==> src/rtl/freq_channel_scheduler.sv <==
// freq_channel_scheduler
//   Round-robin time-sharing of one frequency_counter across NCH inputs.
//   Per visit: switch the mux and hold the counter in reset for SETTLE cycles,
//   load the channel's gate period, wait for the counter's update pulse, then
//   store the edge count for that channel.
//   Optional build macro: FCS_TIMEOUT_EN adds a MEASURE watchdog that drops
//   a channel's valid flag and moves on when the counter never answers.
module freq_channel_scheduler #(
   parameter int NCH            = 4,
   parameter int CW             = 2,
   parameter int BITS           = 12,
   parameter int DEFAULT_PERIOD = 1200,
   parameter int SETTLE         = 4,
   parameter int TIMEOUT        = 8191
) (
   input  logic            clk,
   input  logic            reset,
   input  logic [NCH-1:0]  chan_en,
   input  logic            cfg_we,
   input  logic [CW-1:0]   cfg_chan,
   input  logic [BITS-1:0] cfg_period,
   output logic [CW-1:0]   sel,
   output logic            cnt_reset,
   output logic [BITS-1:0] period,
   output logic            period_load,
   input  logic            meas_done,
   input  logic [6:0]      meas_count,
   input  logic [CW-1:0]   rd_chan,
   output logic [6:0]      rd_data,
   output logic            rd_valid,
   output logic            scan_done
);

   localparam int SW = $clog2(SETTLE + 1);

   typedef enum logic [2:0] {
      S_IDLE,
      S_SWITCH,
      S_LOAD,
      S_MEASURE,
      S_STORE
   } state_t;

   state_t          state, state_nx;
   logic [SW-1:0]   settle_cnt;
   logic            settle_done;
   logic [BITS-1:0] period_reg [NCH];
   logic [6:0]      result     [NCH];
   logic [NCH-1:0]  valid;
   logic [CW-1:0]   first_from_sel;
   logic [CW-1:0]   first_after_sel;
   logic            any_en;
   logic            advance;
   logic            timeout_hit;

   // channel index base+k, wrapped into 0..NCH-1
   function automatic logic [CW-1:0] wrap_idx(input logic [CW-1:0] base, input int k);
      int s;
      s = (int'(base) + k) % NCH;
      return CW'(s);
   endfunction

   // next-channel search: lowest offset wins, so scan offsets high to low
   always_comb begin
      first_from_sel  = sel;
      first_after_sel = sel;
      for (int k = NCH - 1; k >= 0; k--)
         if (chan_en[wrap_idx(sel, k)]) first_from_sel = wrap_idx(sel, k);
      for (int k = NCH; k >= 1; k--)
         if (chan_en[wrap_idx(sel, k)]) first_after_sel = wrap_idx(sel, k);
   end

   assign any_en      = |chan_en;
   assign settle_done = (settle_cnt == SW'(SETTLE - 1));

`ifdef FCS_TIMEOUT_EN
   logic [15:0] wd;

   // watchdog: cleared while loading, counts every MEASURE cycle
   always_ff @(posedge clk) begin
      if (reset)                  wd <= '0;
      else if (state == S_LOAD)   wd <= '0;
      else if (state == S_MEASURE) wd <= wd + 16'd1;
   end

   // a meas_done arriving on the limit cycle takes priority over the timeout
   assign timeout_hit = (state == S_MEASURE) && !meas_done && (wd == 16'(TIMEOUT - 1));
`else
   assign timeout_hit = 1'b0;
`endif

   // a completed store and a watchdog expiry both move the scan on
   assign advance = (state == S_STORE) || timeout_hit;

   // state register
   always_ff @(posedge clk) begin
      if (reset) state <= S_IDLE;
      else       state <= state_nx;
   end

   // next state and per-state counter controls
   always_comb begin
      state_nx    = state;
      cnt_reset   = 1'b0;
      period_load = 1'b0;
      scan_done   = 1'b0;
      case (state)
         S_IDLE: begin
            cnt_reset = 1'b1;
            if (any_en) state_nx = S_SWITCH;
         end
         S_SWITCH: begin
            cnt_reset = 1'b1;
            if (settle_done) state_nx = S_LOAD;
         end
         S_LOAD: begin
            period_load = 1'b1;
            state_nx    = S_MEASURE;
         end
         S_MEASURE: begin
            if (meas_done) state_nx = S_STORE;
         end
         S_STORE: begin
            state_nx = S_STORE;
         end
         default: state_nx = S_IDLE;
      endcase
      if (advance) begin
         state_nx  = any_en ? S_SWITCH : S_IDLE;
         scan_done = any_en && (first_after_sel <= sel);
      end
   end

   // mux select, settle timer and period latch
   always_ff @(posedge clk) begin
      if (reset) begin
         sel        <= '0;
         settle_cnt <= '0;
         period     <= BITS'(DEFAULT_PERIOD);
      end else begin
         if (state == S_IDLE && any_en)  sel <= first_from_sel;
         else if (advance && any_en)     sel <= first_after_sel;
         settle_cnt <= (state == S_SWITCH) ? settle_cnt + SW'(1) : '0;
         // latch on the edge into LOAD so the value is stable for the whole visit
         if (state == S_SWITCH && settle_done) period <= period_reg[sel];
      end
   end

   // per-channel gate period registers
   always_ff @(posedge clk) begin
      if (reset) begin
         for (int i = 0; i < NCH; i++) period_reg[i] <= BITS'(DEFAULT_PERIOD);
      end else if (cfg_we) begin
         period_reg[cfg_chan] <= cfg_period;
      end
   end

   // per-channel results; a watchdog expiry invalidates but keeps the old count
   always_ff @(posedge clk) begin
      if (reset) begin
         for (int i = 0; i < NCH; i++) result[i] <= '0;
         valid <= '0;
      end else if (state == S_STORE) begin
         result[sel] <= meas_count;
         valid[sel]  <= 1'b1;
      end else if (timeout_hit) begin
         valid[sel]  <= 1'b0;
      end
   end

   assign rd_data  = result[rd_chan];
   assign rd_valid = valid[rd_chan];

endmodule

==> config.mk <==
export PLATFORM = sky130hd
export DESIGN_NAME = freq_channel_scheduler
export DESIGN_NICKNAME = d
export VERILOG_FILES = /design/src/rtl/freq_channel_scheduler.sv
export SDC_FILE = /design/constraint.sdc
export NUM_CORES = 1
export LEC_CHECK = 0
export ABC_AREA = 1
export BUFFER_PORTS_ARGS = -buffer_cell sky130_fd_sc_hd__clkbuf_2
export CAP_MARGIN = 30
export CORE_ASPECT_RATIO = 0.9
export CORE_UTILIZATION = 40
export DETAILED_ROUTE_END_ITERATION = 12
export GPL_TIMING_DRIVEN = 0
export HOLD_SLACK_MARGIN = 0.03
export PLACE_DENSITY = 0.58
export REMOVE_ABC_BUFFERS = 1
export SLEW_MARGIN = 30
export SYNTH_ARGS = -nofsm -noshare
export SYNTH_HDL_FRONTEND = slang
export SYNTH_SLANG_ARGS = --single-unit
==> constraint.sdc <==
create_clock -name clk -period 3.7 [get_ports clk]
set_input_delay 0.555 -clock clk [delete_from_list [all_inputs] [get_ports clk]]
set_output_delay 0.555 -clock clk [all_outputs]
set_load 0.1 [all_outputs]
==> impl_metrics.py, run 1 <==
metrics = {
    "status": {
        "status": "finished clean",
    },
    "clock_tree": {
        "path_clk_slew_ns": 0.06,
        "cts_sinks": 100,
        "insertion_delay_ns": 0.34,
        "holdBufCountCts": 0,
        "cts.path.max_buffers": 2,
        "cts_tree": "yes",
        "htreeDepth": 3,
        "clockRootBuffer": "clkbuf_16",
        "cts_buffers": 9,
    },
    "timing": {
        "setup_tns_ns": 0,
        "rsz0062_at_grt": "no",
        "min_period_over_period_pct": 93.1,
        "tightest_slew_ns": 0.791,
        "hold_viol": 0,
        "setup_viol": 0,
        "fmax_ghz": 0.290,
        "fin_ws_ns": 0.254,
        "fin_skew_ns": 0.00495,
        "maxSlewHeadroom_pct": 47.0,
        "slew_violations": 0,
        "period_needed_ns": 3.45,
    },
    "job": {
        "max-cap-violations": 0,
    },
    "global_routing": {
        "antenna_found_initial": 0,
        "grt_max_degree": 34,
        "grt_overflow": 0,
        "first_global_vias": 3240,
        "grt_pass1_wl_um": 16400,
        "gr-usage-all-layers_pct": 18.2,
    },
    "cells_and_area": {
        "syn_to_final_growth_pct": 17.3,
        "stdcell_area_um2": 5380,
        "layout-drive-gt1-share_pct": 18.5,
        "layout.nets": 581,
        "nFillCells": 1085,
        "diodes": 0,
        "fin_util_pct": 48.9,
        "largest_reg_flops": 60,
    },
    "power_and_ir_drop": {
        "peakVddDrop_mv": 0.369,
        "power_density_nw_per_um2": 616,
        "power_leakage_uw": 0.00225,
    },
    "die": {
        "start_util_pct": 41.7,
        "die_h_um": 104,
        "coreArea_um2": 11000,
        "dieArea_um2": 11900,
        "fp-row-count": 36,
        "top_level_ports": 56,
        "die_w_um": 115,
    },
    "drt": {
        "post_drt_wl_per_cell_um": 14.6,
        "via_per_inst": 4.97,
        "drc": 0,
        "via_count": 3474,
        "drt_first_pass_iters": 5,
        "drtAntennaViolNets": 0,
        "drt_iter0_drc": 200,
        "wl_um": 10200,
    },
    "yosys": {
        "yosysSeqAreaShare_pct": 60.3,
        "yosys_warnings": 0,
        "syn-mean-instance-area_um2": 9.38,
        "synth.cell_area_um2": 4580,
        "yosysUniqueCellTypes": 29,
        "syn_inst": 489,
        "ys_ff_latch": 100,
    },
    "placed_design": {
        "portBuffers": 55,
        "dp_slack_ns": -0.384,
        "place_congestion": 0.746,
        "dp_hpwl_um": 6680,
        "dpl_cell_area_um2": 5030,
    },
    "worst_setup_path": {
        "crit_arrival_ns": 2.89,
        "endpoint_kind": "output pin",
        "critical_path_required_ns": 3.14,
        "critPathKind": "reg -> out",
        "crit_fanout": 33,
        "cp-start-kind": "flop",
    },
    "min_path": {
        "min_path_type": "reg -> reg",
    },
}
final timing paths:
kind	startpoint	to	slack [ns]	cells after the start
worst max register to register	state[0]$_SDFFE_PP0P_	result[0][5]$_SDFFCE_PN0P_	1.60	7
worst min register to register	settle_cnt[0]$_SDFF_PP0_	settle_cnt[0]$_SDFF_PP0_	0.42	1
worst min-delay path	settle_cnt[0]$_SDFF_PP0_	settle_cnt[0]$_SDFF_PP0_	0.42	1
worst max-delay path	sel[0]$_SDFFE_PP0P_	scan_done	0.25	13
worst max-delay path, stage by stage (launching register included):
cell      delay (ns)
dfxtp_4         0.45
buf_16          0.19
inv_8           0.10
ha_1            0.36
inv_1           0.13
nand3_1         0.12
nand2_1         0.08
nand3_1         0.08
a21boi_2        0.16
ha_1            0.26
a21oi_1         0.16
a21oi_1         0.06
nor2_1          0.14
clkbuf_8        0.26
cells in the mapped netlist:
cell	instances	share of area, %
nor2_1	128	10
edfxtp_1	76	50
nand2_1	63	5.2
o21ai_0	45	4.9
inv_1	42	3.4
dfxtp_1	24	10
a21oi_1	16	1.7
a31oi_1	12	1.6
nor3_1	9	0.98
ha_1	8	2.2
inv_2	8	0.66
nand3_1	8	0.87
o22ai_1	8	1.1
clkbuf_1	7	0.57
nand2_2	7	0.96
buf_2	5	0.55
a221o_1	4	0.87
nand3_2	3	0.66
buf_1	2	0.16
buf_6	2	0.49
nor2_4	2	0.49
o21ai_1	2	0.22
o31ai_1	2	0.33
a21boi_2	1	0.25
clkinv_2	1	0.11
nand2_4	1	0.25
nand4_1	1	0.14
nor3_4	1	0.35
o21ai_2	1	0.19
layout by cell type, fill, tap and decap left out, drive strengths merged:
master    count
a21boi        1
a21oi        16
a221o         4
a31oi        12
buf           3
bufinv        2
clkbuf       65
clkinv        2
clkinvlp      2
dfxtp        24
edfxtp       76
ha            8
inv          51
nand2        71
nand3        11
nand4         1
nor2        130
nor3         10
o21ai        48
o22ai         8
o31ai         2
per-stage QoR:
stage | std cells | hold WS, ns | power, uW
after floorplan | 473 | 0.399 | 2060
after CTS | 698 | 0.423 | 3320
after global placement | 680 | 0.408 | 2270
final | 699 | 0.417 | 3310
after global routing | 699 | 0.440 | 3500
after detailed placement | 682 | 0.414 | 2320
metal layers:
| layer | vias up | track usage (%) | routed length, um |
|---|---|---|---|
| met4 | 0 | 3.34 | 46 |
| met1 | 1633 | 23.7 | 4520 |
| met3 | 5 | 4.15 | 477 |
| li1 | 1759 | - | - |
| met5 | - | 0 | 0 |
| met2 | 77 | 30.9 | 5170 |
power breakdown:
group | total [uW] | switching, uW | internal, uW
Clock | 987 | 394 | 593
Combinational | 966 | 678 | 287
Sequential | 1360 | 77.3 | 1280
area by class of cell:
type | instances | area, um2 | share of cell area (%)
Clock buffer | 10 | 229 | 4.26
Clock inverter | 6 | 87.6 | 1.63
Inverter | 51 | 203 | 3.77
Multi-Input combinational cell | 322 | 1570 | 29.1
Sequential cell | 100 | 2770 | 51.5
Tap cell | 152 | 190 | 3.54
Timing Repair Buffer | 58 | 330 | 6.14
logic make-up (layout without fill, tap and decap cells):
logic type / after synthesis / in the layout / synth area share [%]
fa+ha+maj: 8 / 8 / 2.18
simple gates: 223 / 223 / 20.3
compound gates: 91 / 91 / 11.2
buf+inv: 67 / 125 / 5.98
flops: 100 / 100 / 60.3
timing repair:
action	in CTS	in global routing
setup buffers	0	1
resized for setup	6	4
endpoints found under the setup margin	1	1
No activity file was read; power rests on OpenSTA's default activity.
==> run 2, diff against run 1 <==
--- a/config.mk
+++ b/config.mk
@@ -6,14 +6,14 @@
 export NUM_CORES = 1
 export LEC_CHECK = 0
 export ABC_AREA = 1
-export BUFFER_PORTS_ARGS = -buffer_cell sky130_fd_sc_hd__clkbuf_2
 export CAP_MARGIN = 30
 export CORE_ASPECT_RATIO = 0.9
 export CORE_UTILIZATION = 40
 export DETAILED_ROUTE_END_ITERATION = 12
+export DONT_BUFFER_PORTS = 1
 export GPL_TIMING_DRIVEN = 0
 export HOLD_SLACK_MARGIN = 0.03
-export PLACE_DENSITY = 0.58
+export PLACE_DENSITY = 0.54
 export REMOVE_ABC_BUFFERS = 1
 export SLEW_MARGIN = 30
 export SYNTH_ARGS = -nofsm -noshare
==> run 2 against run 1 <==
Effect of this change:
- global-route usage is 0.80 points higher
- clock power is 14% higher
- register-to-register slack hardly changed
- cell count is 7.4% lower
- count of clock-buffer cells in the layout stayed put
- sequential power hardly changed
- via count is 3.9% lower
- worst hold slack worse by 0.13 ns
- sequential share of layout area is 0.88 points higher
- core utilization is 0.82 points lower
- largest power group unchanged
==> impl_metrics.py, run 2 (synthesis gave the netlist of run 1 again) <==
metrics = {
    "job": {
        "max-cap-violations": 0,
    },
    "power_and_ir_drop": {
        "peakVddDrop_mv": 0.239,
        "finalPower_uw": 3460,
        "power_leakage_uw": 0.00208,
        "power_density_nw_per_um2": 655,
    },
    "global_routing": {
        "grt_most_used_layer": "met2",
        "grt_util_met3_pct": 4.51,
        "first_global_vias": 3347,
        "grt_overflow": 0,
        "grt_max_degree": 34,
        "gr-usage-all-layers_pct": 18.9,
        "grt_pass1_wl_um": 17100,
        "use_met1_pct": 24.9,
        "use_met2_pct": 31.0,
        "antenna_found_initial": 0,
    },
    "clock_tree": {
        "cts_sinks": 100,
        "insertion_delay_ns": 0.34,
        "cts_buffers": 9,
        "htreeDepth": 3,
        "cts_tree": "yes",
        "clockRootBuffer": "clkbuf_16",
        "cts.path.max_buffers": 2,
        "path_clk_slew_ns": 0.06,
    },
    "min_path": {
        "whs_endpoint": "valid[1]$_SDFFE_PP0P_",
        "min_from": "reset",
        "min_path_type": "in -> reg",
        "min_delay_path_depth": 1,
    },
    "timing": {
        "period_needed_ns": 3.41,
        "hold_viol": 0,
        "setup_viol": 0,
        "min_period_over_period_pct": 92.2,
        "tightest_slew_ns": 0.998,
        "fmax_ghz": 0.293,
        "slew_violations": 0,
        "rsz0062_at_grt": "no",
        "setup_tns_ns": 0,
        "fin_skew_ns": 0.00620,
        "maxSlewHeadroom_pct": 33.4,
    },
    "cells_and_area": {
        "nFillCells": 1073,
        "largest_reg_flops": 60,
        "final_common_cell": "nor2_1",
        "stdcell_area_um2": 5290,
        "layout-drive-gt1-share_pct": 12.1,
        "layout_common_cells": "126 x nor2_1, 76 x edfxtp_1, 63 x nand2_1",
        "diodes": 0,
        "syn_to_final_growth_pct": 15.3,
        "layout.nets": 529,
    },
    "worst_setup_path": {
        "critical_path.max_stage_delay_ns": 0.50,
        "path_cells": "inv_4 > ha_1 > inv_1 > nand3_1 > nand2_1 > nand3_1 > a21boi_2 > ha_1 > a21oi_1 > a21oi_1 > nor2_4",
        "r2r_cells": 7,
        "cp-start-kind": "flop",
        "critical_path_required_ns": 3.14,
        "slowest_stage": "nor2_4",
        "critPathKind": "reg -> out",
        "r2r-start": "state[0]$_SDFFE_PP0P_",
        "crit_arrival_ns": 2.86,
        "crit_fanout": 33,
        "endpoint_kind": "output pin",
        "rrSetupSlack_ns": 1.60,
        "r2r-end": "result[2][3]$_SDFFCE_PN0P_",
    },
    "die": {
        "coreArea_um2": 11000,
        "die_h_um": 104,
        "die_w_um": 115,
        "top_level_ports": 56,
        "dieArea_um2": 11900,
        "start_util_pct": 41.7,
        "fp-row-count": 36,
    },
    "placed_design": {
        "place_congestion": 0.775,
        "dpl_cell_area_um2": 4890,
        "portBuffers": 0,
        "dp_hpwl_um": 6810,
    },
    "drt": {
        "drt_first_pass_iters": 4,
        "via_per_inst": 5.16,
        "drc": 0,
        "wl_um": 10300,
        "drt_iter0_drc": 210,
        "post_drt_wl_per_cell_um": 15.9,
        "via_count": 3337,
        "drtAntennaViolNets": 0,
    },
    "status": {
        "status": "finished clean",
    },
}
run 2: how the worst max path moves through the flow:
stage	startpoint	to	slack, ns
3_5_place_dp	sel[0]$_SDFFE_PP0P_	scan_done	0.31
4_1_cts	sel[1]$_SDFFE_PP0P_	scan_done	0.003
6_report	sel[0]$_SDFFE_PP0P_	scan_done	0.29
3_3_place_gp	sel[0]$_SDFFE_PP0P_	scan_done	-2.58
2_1_floorplan	sel[0]$_SDFFE_PP0P_	scan_done	-1.59
5_1_grt	sel[0]$_SDFFE_PP0P_	scan_done	0.08
run 2: power by group:
part	switching, uW	internal (uW)	leakage, uW
combinational	699	291	0.000945
sequential	62.2	1280	0.000955
clock	403	731	0.000177
run 2: what timing repair did:
item,in CTS,in global routing
gates resized for setup,1,3
hold buffers,0,0
pin swaps,0,1
setup buffers,0,3
endpoints found under the setup margin,1,1
run 2: cell type report:
cell class                      count  area, um2  share of cell area [%]
Sequential cell                   100       2770                    52.4
Multi-Input combinational cell    322       1690                    32.0
Clock buffer                       10        229                    4.33
Inverter                           51        198                    3.74
Tap cell                          152        190                    3.60
Clock inverter                      6        134                    2.53
Timing Repair Buffer                6       73.8                    1.40
run 2: per-layer routing:
| metal | part of all wire [%] | vias up |
|---|---|---|
| li1 | - | 1656 |
| met1 | 46 | 1608 |
| met2 | 48 | 64 |
| met3 | 4.7 | 9 |
| met4 | 1.2 | 0 |
| met5 | 0 | - |
run 2: per-stage QoR:
step | instances | utilization [%] | hold slack, ns | setup slack [ns]
after CTS | 644 | 47.8 | 0.273 | 0.00303
after detailed placement | 628 | 44.5 | 0.418 | 0.314
after floorplan | 473 | - | 0.399 | -1.59
after global routing | 647 | 48.1 | 0.274 | 0.0822
final | 647 | 48.1 | 0.285 | 0.287
after global placement | 625 | 42.7 | 0.407 | -2.58
run 2: worst max-delay path, delay by kind of cell, from the launching register on:
kind | cells | cell delay (ns)
adder cells (fa/ha/maj) | 2 | 0.60
buffers and inverters | 2 | 0.40
AND/OR/NAND/NOR | 4 | 0.76
AO/OA/AOI/OAI | 3 | 0.38
flip-flops | 1 | 0.38
==> run 3, diff against run 2 <==
--- a/config.mk
+++ b/config.mk
@@ -14,7 +14,6 @@
 export GPL_TIMING_DRIVEN = 0
 export HOLD_SLACK_MARGIN = 0.03
 export PLACE_DENSITY = 0.54
-export REMOVE_ABC_BUFFERS = 1
 export SLEW_MARGIN = 30
 export SYNTH_ARGS = -nofsm -noshare
 export SYNTH_HDL_FRONTEND = slang
==> run 3 against run 2 <==
Effect of this change:
- global-route usage down 0.95 points
- non-clock buffer count up 14
- first-iteration DRC count down 18%
- total power down 5.1%
- largest power group unchanged
==> impl_metrics.py, run 3 (synthesis gave the netlist of run 1 again) <==
metrics = {
    "die": {
        "start_util_pct": 41.7,
        "dieArea_um2": 11900,
        "coreArea_um2": 11000,
        "top_level_ports": 56,
        "die_w_um": 115,
        "die_h_um": 104,
        "fp-row-count": 36,
    },
    "clock_tree": {
        "cts_sinks": 100,
        "cts.path.max_buffers": 2,
        "cts_buffers": 9,
        "cts_tree": "yes",
        "path_clk_slew_ns": 0.06,
        "insertion_delay_ns": 0.34,
        "htreeDepth": 3,
        "clockRootBuffer": "clkbuf_16",
    },
    "cells_and_area": {
        "final_common_cell": "nor2_1",
        "nFillCells": 1063,
        "syn_to_final_growth_pct": 15.1,
        "layout.nets": 543,
        "largest_reg_flops": 60,
        "layout-drive-gt1-share_pct": 13.0,
        "diodes": 0,
        "stdcell_count": 661,
        "layout_common_cells": "126 x nor2_1, 76 x edfxtp_1, 63 x nand2_1",
        "stdcell_area_um2": 5280,
    },
    "drt": {
        "via_count": 3246,
        "drtAntennaViolNets": 0,
        "drc": 0,
        "post_drt_wl_per_cell_um": 15.0,
        "drt_first_pass_iters": 4,
        "drt_iter0_drc": 172,
        "wl_um": 9900,
        "via_per_inst": 4.91,
    },
    "status": {
        "status": "finished clean",
    },
    "placed_design": {
        "place_congestion": 0.775,
        "placed_cells": 641,
        "dp_hpwl_um": 7350,
        "dpl_cell_area_um2": 4920,
        "portBuffers": 0,
        "dp_slack_ns": -0.290,
    },
    "min_path": {
        "min_path_type": "in -> reg",
    },
    "timing": {
        "min_period_over_period_pct": 95.1,
        "setup_viol": 0,
        "period_needed_ns": 3.52,
        "tightest_slew_ns": 1.02,
        "hold_viol": 0,
        "fin_ws_ns": 0.181,
        "slew_violations": 0,
        "maxSlewHeadroom_pct": 32.1,
        "setup_tns_ns": 0,
        "fin_skew_ns": 0.00491,
        "rsz0062_at_grt": "no",
        "fmax_ghz": 0.284,
    },
    "worst_setup_path": {
        "cp-start-kind": "flop",
        "slowest_stage": "dfxtp_4",
        "critPathKind": "reg -> out",
        "path_cells": "buf_6 > inv_4 > buf_8 > ha_4 > inv_2 > nand3_1 > nand2_1 > nand3_1 > a21boi_2 > ha_1 > a21oi_1 > a21oi_1 > nor2_4",
        "crit_arrival_ns": 2.96,
        "endpoint_kind": "output pin",
        "critical_path.max_stage_delay_ns": 0.56,
        "critical_path_required_ns": 3.14,
        "crit_fanout": 9,
    },
    "global_routing": {
        "grt_pass1_wl_um": 16300,
        "antenna_found_initial": 0,
        "gr-usage-all-layers_pct": 18.0,
        "grt_overflow": 0,
        "grt_max_degree": 16,
        "first_global_vias": 3099,
    },
    "yosys": {
        "synth.net_count": 528,
    },
    "power_and_ir_drop": {
        "finalPower_uw": 3290,
        "power_density_nw_per_um2": 623,
        "power_leakage_uw": 0.00208,
        "peakVddDrop_mv": 0.331,
    },
    "job": {
        "max-cap-violations": 0,
    },
}
run 3: changes by cell type in the layout (fill, tap and decap cells not counted), moves of 2 or more:
cell,delta
buf_12,-2
buf_2,+4
buf_6,+2
bufinv_16,-3
clkbuf_1,+7
clkinv_1,+2
inv_2,+2
run 3: cell type report:
cell class | instances | area [um2] | area share [%]
Clock inverter | 5 | 51.3 | 0.972
Tap cell | 152 | 190 | 3.60
Multi-Input combinational cell | 322 | 1700 | 32.3
Inverter | 51 | 195 | 3.70
Buffer | 15 | 95.1 | 1.80
Timing Repair Buffer | 5 | 40.0 | 0.758
Sequential cell | 100 | 2770 | 52.5
Clock buffer | 11 | 233 | 4.41
run 3: through the flow:
step / hold WS [ns] / utilization, %
4_1_cts: 0.303 / 47.7
3_3_place_gp: 0.409 / 43.5
2_1_floorplan: 0.399 / -
3_5_place_dp: 0.428 / 44.8
6_report: 0.314 / 48.0
5_1_grt: 0.326 / 48.0
run 3: repair_timing:
item | CTS | global route
endpoints found under the setup margin | 1 | 1
pin swaps | 1 | 1
hold buffers | 0 | 0
resized for setup | 8 | 3
hold endpoints to repair | 0 | 0
buffers inserted | 2 | 3
run 3: where the power goes:
group          total (uW)  switching, uW  leakage (uW)  internal [uW]
logic                 988            671      0.000982            317
clock network         909            387      0.000139            521
registers            1390            113      0.000955           1280
run 3: worst max-delay path, delay by kind of cell, from the launching register on:
family                   cells  cell delay [ns]
flip-flops                   1             0.56
adder cells (fa/ha/maj)      2             0.48
AO/OA/AOI/OAI                3             0.38
buffers and inverters        4             0.43
AND/OR/NAND/NOR              4             0.77
run 3: routing by layer:
metal  routed length (um)  vias to the layer above  global-route usage [%]  part of all wire [%]
met2                 4720                       62                    28.6                    48
li1                     -                     1675                       -                     -
met4                   85                        0                    4.73                  0.86
met1                 4780                     1499                    24.9                    48
met5                    0                        -                       0                     0
met3                  312                       10                    3.92                   3.2
run 3: final timing paths:
check	from	slack, ns	cells after the start	to
max	sel[1]$_SDFFE_PP0P_	0.18	13	scan_done
min	reset	0.31	2	period[4]$_SDFFE_PP1P_
max reg2reg	sel[1]$_SDFFE_PP0P_	1.38	5	result[2][1]$_SDFFCE_PN0P_
min reg2reg	settle_cnt[0]$_SDFF_PP0_	0.43	1	settle_cnt[0]$_SDFF_PP0_
